### src/rtl/dxp_assembly2ir_v.sv
// dxp_assembly2ir_v: ASCII assembly statement to 16-bit IW
// Inverse of the IW-to-ASCII debug display; ready/valid both sides
module dxp_assembly2ir_v #(
  parameter logic [1:0] IR_HI    = 2'b00,
  parameter int         MNEM_MAX = 4
) (
  input  logic        Clock_pin,
  input  logic        Reset_pin,
  input  logic [7:0]  ch_in,
  input  logic        ch_valid,
  output logic        ch_ready,
  output logic [15:0] iw_out,
  output logic        iw_valid,
  input  logic        iw_ready,
  output logic        err,
  output logic [2:0]  err_code,
  output logic [15:0] iw_count
);

  typedef enum logic [3:0] {
    S_MNEM, S_OPA, S_OPA_D, S_COMMA, S_OPB,
    S_OPB_M, S_OPB_D, S_TERM, S_EMIT, S_SKIP
  } state_t;

  typedef enum logic [2:0] {
    C_RR, C_RI, C_R, C_MEM, C_JMP, C_BAD
  } cls_t;

  localparam logic [2:0] E_MNEM  = 3'd1;
  localparam logic [2:0] E_PFX   = 3'd2;
  localparam logic [2:0] E_DIG   = 3'd3;
  localparam logic [2:0] E_COMMA = 3'd4;
  localparam logic [2:0] E_TERM  = 3'd5;
  localparam logic [2:0] CMAX    = 3'(MNEM_MAX);

  state_t      r_state, w_next;
  logic [31:0] r_mn;
  logic [2:0]  r_cnt;
  logic [5:0]  r_op, w_op_n;
  cls_t        r_cls, w_cls_n;
  logic [3:0]  r_a, r_b, r_jl;
  logic [3:0]  w_a_n, w_b_n, w_jl_n;
  logic [15:0] r_iw, r_cnt_iw;
  logic        r_err;
  logic [2:0]  r_code;

  logic [7:0]  w_c;
  logic        w_acc, w_ws, w_let, w_hex, w_sc;
  logic [3:0]  w_hv;
  logic [5:0]  w_lk_op;
  cls_t        w_lk_cls;
  logic        w_err, w_ld_iw, w_inc;
  logic [2:0]  w_code;

  assign ch_ready = (r_state != S_EMIT);
  assign iw_valid = (r_state == S_EMIT);
  assign w_acc    = ch_valid && (r_state != S_EMIT);
  assign iw_out   = r_iw;
  assign iw_count = r_cnt_iw;
  assign err      = r_err;
  assign err_code = r_code;

  // fold case and classify the incoming character
  always_comb begin
    w_c = ch_in;
    if (ch_in >= "a" && ch_in <= "z")
      w_c = ch_in - 8'h20;
    w_ws  = (w_c == 8'h20) || (w_c == 8'h09) ||
            (w_c == 8'h0A) || (w_c == 8'h0D);
    w_let = (w_c >= "A") && (w_c <= "Z");
    w_sc  = (w_c == ";");
    w_hex = 1'b0;
    w_hv  = 4'd0;
    if (w_c >= "0" && w_c <= "9") begin
      w_hex = 1'b1;
      w_hv  = w_c[3:0];
    end else if (w_c >= "A" && w_c <= "F") begin
      w_hex = 1'b1;
      w_hv  = w_c[3:0] + 4'd9;
    end
  end

  // mnemonic lookup on the collected letters
  always_comb begin
    w_lk_op  = 6'h00;
    w_lk_cls = C_BAD;
    case (r_mn)
      {16'd0, "LD"}:   begin w_lk_op = 6'h00; w_lk_cls = C_MEM; end
      {16'd0, "ST"}:   begin w_lk_op = 6'h01; w_lk_cls = C_MEM; end
      {8'd0,  "CPY"}:  begin w_lk_op = 6'h02; w_lk_cls = C_RR;  end
      "SWAP":          begin w_lk_op = 6'h03; w_lk_cls = C_RR;  end
      "JUMP":          begin w_lk_op = 6'h04; w_lk_cls = C_JMP; end
      {8'd0,  "ADD"}:  begin w_lk_op = 6'h05; w_lk_cls = C_RR;  end
      {8'd0,  "SUB"}:  begin w_lk_op = 6'h06; w_lk_cls = C_RR;  end
      "ADDC":          begin w_lk_op = 6'h07; w_lk_cls = C_RI;  end
      "SUBC":          begin w_lk_op = 6'h08; w_lk_cls = C_RI;  end
      {8'd0,  "MUL"}:  begin w_lk_op = 6'h09; w_lk_cls = C_RR;  end
      {8'd0,  "DIV"}:  begin w_lk_op = 6'h0A; w_lk_cls = C_RR;  end
      {8'd0,  "NOT"}:  begin w_lk_op = 6'h0B; w_lk_cls = C_R;   end
      {8'd0,  "AND"}:  begin w_lk_op = 6'h0C; w_lk_cls = C_RR;  end
      {16'd0, "OR"}:   begin w_lk_op = 6'h0D; w_lk_cls = C_RR;  end
      {8'd0,  "XOR"}:  begin w_lk_op = 6'h0E; w_lk_cls = C_RR;  end
      {8'd0,  "SRL"}:  begin w_lk_op = 6'h0F; w_lk_cls = C_RI;  end
      {8'd0,  "SRA"}:  begin w_lk_op = 6'h10; w_lk_cls = C_RI;  end
      "ROTL":          begin w_lk_op = 6'h11; w_lk_cls = C_RI;  end
      "ROTR":          begin w_lk_op = 6'h12; w_lk_cls = C_RI;  end
      {8'd0,  "RLN"}:  begin w_lk_op = 6'h13; w_lk_cls = C_RI;  end
      {8'd0,  "RLZ"}:  begin w_lk_op = 6'h14; w_lk_cls = C_RI;  end
      {8'd0,  "RRC"}:  begin w_lk_op = 6'h15; w_lk_cls = C_RI;  end
      {8'd0,  "RRV"}:  begin w_lk_op = 6'h16; w_lk_cls = C_RI;  end
      "VADD":          begin w_lk_op = 6'h17; w_lk_cls = C_RR;  end
      "VSUB":          begin w_lk_op = 6'h18; w_lk_cls = C_RR;  end
      default:         begin w_lk_op = 6'h00; w_lk_cls = C_BAD; end
    endcase
  end

  // parser next-state, field updates and error detection
  always_comb begin
    w_next  = r_state;
    w_err   = 1'b0;
    w_code  = 3'd0;
    w_op_n  = r_op;
    w_cls_n = r_cls;
    w_a_n   = r_a;
    w_b_n   = r_b;
    w_jl_n  = r_jl;
    w_ld_iw = 1'b0;
    w_inc   = 1'b0;
    if (r_state == S_EMIT) begin
      if (iw_ready) begin
        w_inc  = 1'b1;
        w_next = S_MNEM;
      end
    end else if (w_acc) begin
      unique case (r_state)
        S_MNEM: begin
          if (w_let) begin
            if (r_cnt >= CMAX) begin
              w_err = 1'b1; w_code = E_MNEM;
            end
          end else if (w_ws) begin
            if (r_cnt != 3'd0) begin
              if (w_lk_cls == C_BAD) begin
                w_err = 1'b1; w_code = E_MNEM;
              end else begin
                w_op_n  = w_lk_op;
                w_cls_n = w_lk_cls;
                w_a_n   = 4'd0;
                w_b_n   = 4'd0;
                w_next  = S_OPA;
              end
            end
          end else if (w_sc) begin
            if (r_cnt != 3'd0) begin
              w_err = 1'b1; w_code = E_MNEM;
            end
          end else begin
            w_err = 1'b1; w_code = E_MNEM;
          end
        end
        S_OPA: begin
          if (w_ws) begin
            w_next = S_OPA;
          end else if (r_cls == C_JMP) begin
            case (w_c)
              "U": begin w_b_n = 4'd0; w_next = S_TERM; end
              "C": begin w_jl_n = 4'b1000; w_next = S_OPA_D; end
              "N": begin w_jl_n = 4'b0100; w_next = S_OPA_D; end
              "V": begin w_jl_n = 4'b0010; w_next = S_OPA_D; end
              "Z": begin w_jl_n = 4'b0001; w_next = S_OPA_D; end
              default: begin w_err = 1'b1; w_code = E_PFX; end
            endcase
          end else if (w_c == "R") begin
            w_next = S_OPA_D;
          end else begin
            w_err = 1'b1; w_code = E_PFX;
          end
        end
        S_OPA_D: begin
          if (r_cls == C_JMP) begin
            if (w_c == "1") begin
              w_b_n = r_jl; w_next = S_TERM;
            end else if (w_c == "0") begin
              w_b_n = ~r_jl; w_next = S_TERM;
            end else begin
              w_err = 1'b1; w_code = E_DIG;
            end
          end else if (w_hex) begin
            if (r_cls == C_MEM) w_b_n = w_hv;
            else                w_a_n = w_hv;
            w_next = (r_cls == C_R) ? S_TERM : S_COMMA;
          end else begin
            w_err = 1'b1; w_code = E_DIG;
          end
        end
        S_COMMA: begin
          if (w_ws) begin
            w_next = S_COMMA;
          end else if (w_c == ",") begin
            w_next = S_OPB;
          end else if (w_hex) begin
            w_err = 1'b1; w_code = E_DIG;
          end else begin
            w_err = 1'b1; w_code = E_COMMA;
          end
        end
        S_OPB: begin
          if (w_ws) begin
            w_next = S_OPB;
          end else if (r_cls == C_RR && w_c == "R") begin
            w_next = S_OPB_D;
          end else if (r_cls == C_RI && w_c == "#") begin
            w_next = S_OPB_D;
          end else if (r_cls == C_MEM && w_c == "M") begin
            w_next = S_OPB_M;
          end else begin
            w_err = 1'b1; w_code = E_PFX;
          end
        end
        S_OPB_M: begin
          if (w_c == "A") begin
            w_next = S_OPB_D;
          end else begin
            w_err = 1'b1; w_code = E_PFX;
          end
        end
        S_OPB_D: begin
          if (w_hex) begin
            if (r_cls == C_MEM) w_a_n = w_hv;
            else                w_b_n = w_hv;
            w_next = S_TERM;
          end else begin
            w_err = 1'b1; w_code = E_DIG;
          end
        end
        S_TERM: begin
          if (w_ws) begin
            w_next = S_TERM;
          end else if (w_sc) begin
            w_ld_iw = 1'b1;
            w_next  = S_EMIT;
          end else if (w_hex) begin
            w_err = 1'b1; w_code = E_DIG;
          end else begin
            w_err = 1'b1; w_code = E_TERM;
          end
        end
        S_SKIP: begin
          if (w_sc) w_next = S_MNEM;
        end
        default: w_next = S_MNEM;
      endcase
      if (w_err) w_next = w_sc ? S_MNEM : S_SKIP;
    end
  end

  // state register
  always_ff @(posedge Clock_pin) begin
    if (Reset_pin) r_state <= S_MNEM;
    else           r_state <= w_next;
  end

  // mnemonic shift register, emptied whenever MNEM is left
  always_ff @(posedge Clock_pin) begin
    if (Reset_pin) begin
      r_mn  <= 32'd0;
      r_cnt <= 3'd0;
    end else if (w_acc && r_state == S_MNEM) begin
      if (w_let && r_cnt < CMAX) begin
        r_mn  <= {r_mn[23:0], w_c};
        r_cnt <= r_cnt + 3'd1;
      end else begin
        r_mn  <= 32'd0;
        r_cnt <= 3'd0;
      end
    end
  end

  // operand fields, output word, accepted-IW count, error pulse
  always_ff @(posedge Clock_pin) begin
    if (Reset_pin) begin
      r_op     <= 6'd0;
      r_cls    <= C_RR;
      r_a      <= 4'd0;
      r_b      <= 4'd0;
      r_jl     <= 4'd0;
      r_iw     <= 16'd0;
      r_cnt_iw <= 16'd0;
      r_err    <= 1'b0;
      r_code   <= 3'd0;
    end else begin
      r_op   <= w_op_n;
      r_cls  <= w_cls_n;
      r_a    <= w_a_n;
      r_b    <= w_b_n;
      r_jl   <= w_jl_n;
      r_err  <= w_err;
      r_code <= w_err ? w_code : 3'd0;
      if (w_ld_iw) r_iw <= {IR_HI, r_op, r_a, r_b};
      if (w_inc)   r_cnt_iw <= r_cnt_iw + 16'd1;
    end
  end

endmodule

### config.mk
export PLATFORM = sky130hd
export DESIGN_NAME = dxp_assembly2ir_v
export DESIGN_NICKNAME = d
export VERILOG_FILES = /design/src/rtl/dxp_assembly2ir_v.sv
export SDC_FILE = /design/constraint.sdc
export NUM_CORES = 1
export LEC_CHECK = 0
export BUFFER_PORTS_ARGS = -buffer_cell sky130_fd_sc_hd__buf_2
export CAP_MARGIN = 5
export CORE_UTILIZATION = 35
export DETAILED_ROUTE_END_ITERATION = 8
export PLACE_DENSITY = 0.61
export REMOVE_ABC_BUFFERS = 1
export SLEW_MARGIN = 20
export SYNTH_ARGS = -nofsm -noshare
export SYNTH_HDL_FRONTEND = slang
export SYNTH_SLANG_ARGS = --single-unit
### constraint.sdc
create_clock -name Clock_pin -period 4 [get_ports Clock_pin]
set_input_delay 0 -clock Clock_pin [delete_from_list [all_inputs] [get_ports Clock_pin]]
set_output_delay 0 -clock Clock_pin [all_outputs]
set_load 0.05 [all_outputs]
==> results.md <==
- Status: complete, no violations
- Flop2flop setup slack: between 0.7 and 0.8 ns
- Hold_buf cts: 0
- GPL Wtd Cong: between 0.9 and 1
- Dominant synthesized flop cell: dfxtp_1
- Fmax: about 310 MHz
- RSZ-0062 raised after global routing: no
- CTS root buffer: clkbuf_16
- Max-cap violations: 0
- Flops & latches, synth: around 90
- Synthesized area: about 6000 um^2
- Die Width: 132 um
- Via density: between 5 and 6
- Critical path data arrival time: around 3.5 ns
- Synth Instances: ~800
- GRT Total Usage: 0.198
- Top cells by count, synth: 131 x nand2_1, 92 x dfxtp_1, 71 x nor2_1
- Drt first pass iters: 5
- # DRC: 0
- DP HPWL: 12.4 mm
- Hold WS: roughly 0.023 ns
- Setup ws final: roughly 0.76 ns
- Placed insts: roughly 1.0k
- Routed WL per cell: 16.1 um
- Crit path max fanout: 6
- Final setup fails: 0
- CP startpoint kind: register
- Worst path top cell family by delay: compound AO/OA/AOI/OAI gates
- Final Hold Viols: 0
- Share of the clock period used by the worst path: 0.809
- Syn Area/Cell: about 7.4 um^2
- Die span in y: around 130 um
- Final wirelength: 17.0 mm
- NumNets Final: 850
- Htree depth: 3
- Initial Utilization: 0.357
- CP Buf/Inv Count: 0
- # Post-CTS Setup Buffers: 0
- Core area: 16500 um^2
- CTS resizes: 0
- CP Capture Type: register
- Area contributors post-synth: dfxtp_1 31%, nand2_1 8.3%, a21oi_1 5.4%, nand3_1 5.3%, nor2_1 4.5%
- CP max stage delay: approximately 0.6 ns
- Lkg Pwr: 2.29 nW
- Fin cells: ~1.1k
- Ys async rst share: 0
- Diode count: 0
- Clk Latency, worst-skew pair: between 0.3 and 0.4 ns
- Slew margin rel.: 0.370
- Crit-path slowest cell: or4b_4
- Peak VDD IR: approximately 0.00032 V
- Largest net degree at the start of global routing: 53
- Worst Hold Class: primary input to register
- Final Critical Period: around 3.2 ns
- Iter 0 DRT Violations: 754
- Distinct cell type count after synthesis: 79
- Final Max Tran Viols: 0
- Bufs on Longest Clock Path: 2
- Vias after detailed routing: between 6k and 7k
- Most numerous cell in the Yosys netlist: nand2_1
- Number of flops mapped to enable cells by yosys: 0
- Clk sinks: 92
- First-pass GRT wire length: ~28 mm
- Worst-path cell chain: or4b_4 -> or4_4 -> a2111oi_2 -> a221o_1 -> a2111oi_1 -> a31o_1 -> a211oi_4 -> nor3_2 -> a211o_1
- Die ar.: roughly 17000 um^2
- Yosys top cell by area: dfxtp_1
- TritonCTS buffer count: 9
- I/O Pins: 50
- Crit path required time: about 4.2 ns
- Placement Setup Slack: ~0.57 ns
- TNS Setup: 0 ns
- GRT overflow: 0
- Crit Path Category: register to register
- Top cell type's share of synthesized area: 0.312
- Input/output buffers: 46
- Remaining antenna violation count after routing: 0
- Floorplan row count: 47
- Reg clk slew, reported paths: around 0.080 ns
- Register area share after synthesis: 0.312
- Fin Clk Skew: 0.0123 ns
- CTS tree: yes
- Vias in the first global route: ~5.5k
- Fraction of layout instances using a drive strength above 1: 0.125
- Synth warn: 0
- Worst slew pin tran: 0.945 ns
- Cell Pwr Density: approximately 370 nW/um^2
- Initial antenna violation count: 0
- P&R area growth vs syn: 12.8%
routing by layer:
layer  GRT usage  part of all wire
met1       0.281              0.48
met2       0.293              0.44
met3      0.0404             0.059
met4      0.0762             0.020
met5           0                 0
flip-flops by register name (all words and copies together) (netlist names):
signal,count
r_mn,32
iw_count,16
iw_out,13
r_op,5
r_a,4
r_b,4
r_jl,4
r_state,4
err_code,3
r_cls,3
r_cnt,3
err,1
layout by cell type (no fill, tap or decap), types with 17 or more instances in the layout:
cell type | netlist | layout
dfxtp_1 | 92 | 92
o21ai_0 | 21 | 21
inv_1 | 20 | 20
buf_2 | 8 | 46
nor4_1 | 19 | 19
nand3_1 | 63 | 63
nor2_1 | 71 | 70
a21oi_1 | 64 | 64
nand2_1 | 131 | 131
nor3_1 | 17 | 17
nand4_1 | 21 | 21
path summary, 6_finish.rpt:
path / startpoint / depth (start not counted) / end
worst max-delay path: r_mn[12] / 9 / r_state[0]
worst min-delay path: iw_ready / 4 / iw_count[1]
worst max register to register: r_mn[12] / 9 / r_state[0]
worst min register to register: iw_out[2] / 2 / iw_out[2]
cells by family (layout without fill, tap and decap cells):
| group | after synthesis | in the layout | synth area share |
|---|---|---|---|
| AND/OR/NAND/NOR | 442 | 442 | 0.399 |
| AO/OA/AOI/OAI | 160 | 160 | 0.177 |
| flip-flops | 92 | 92 | 0.312 |
| buffers and inverters | 69 | 99 | 0.0474 |
| XOR/XNOR | 18 | 18 | 0.0267 |
| multiplexers | 11 | 11 | 0.0189 |
| adder cells (fa/ha/maj) | 9 | 9 | 0.0191 |
| other | 1 | 3 | 0.000635 |
power by group:
| part | internal [mW] | switching (mW) | total (mW) |
|---|---|---|---|
| clock network | 0.501 | 0.398 | 0.898 |
| registers | 0.943 | 0.0556 | 0.999 |
| logic | 0.158 | 0.431 | 0.589 |
| total | 1.60 | 0.884 | 2.49 |
cell type report:
class / count / area, um^2
Fill cell: 1708 / 9860
Multi-Input combinational cell: 643 / 3800
Sequential cell: 92 / 1840
Timing Repair Buffer: 62 / 350
Tap cell: 220 / 275
Clock buffer: 9 / 225
Clock inverter: 7 / 92.6
Inverter: 21 / 78.8
worst min-delay path: cells and delay by family:
| family | cells | cell delay (ns) |
|---|---|---|
| simple gates | 2 | 0.19 |
| buf+inv | 1 | 0.08 |
| compound gates | 1 | 0.06 |
through the flow:
stage,utilization,total power [mW],cell area [um^2]
finish,0.403,2.49,6670
detailed placement,0.384,1.60,6350
CTS,0.403,2.51,6670
global placement,0.384,1.61,6350
global route,0.403,2.61,6670
floorplan,-,1.40,5710
No activity file was read; power rests on OpenSTA's default activity.
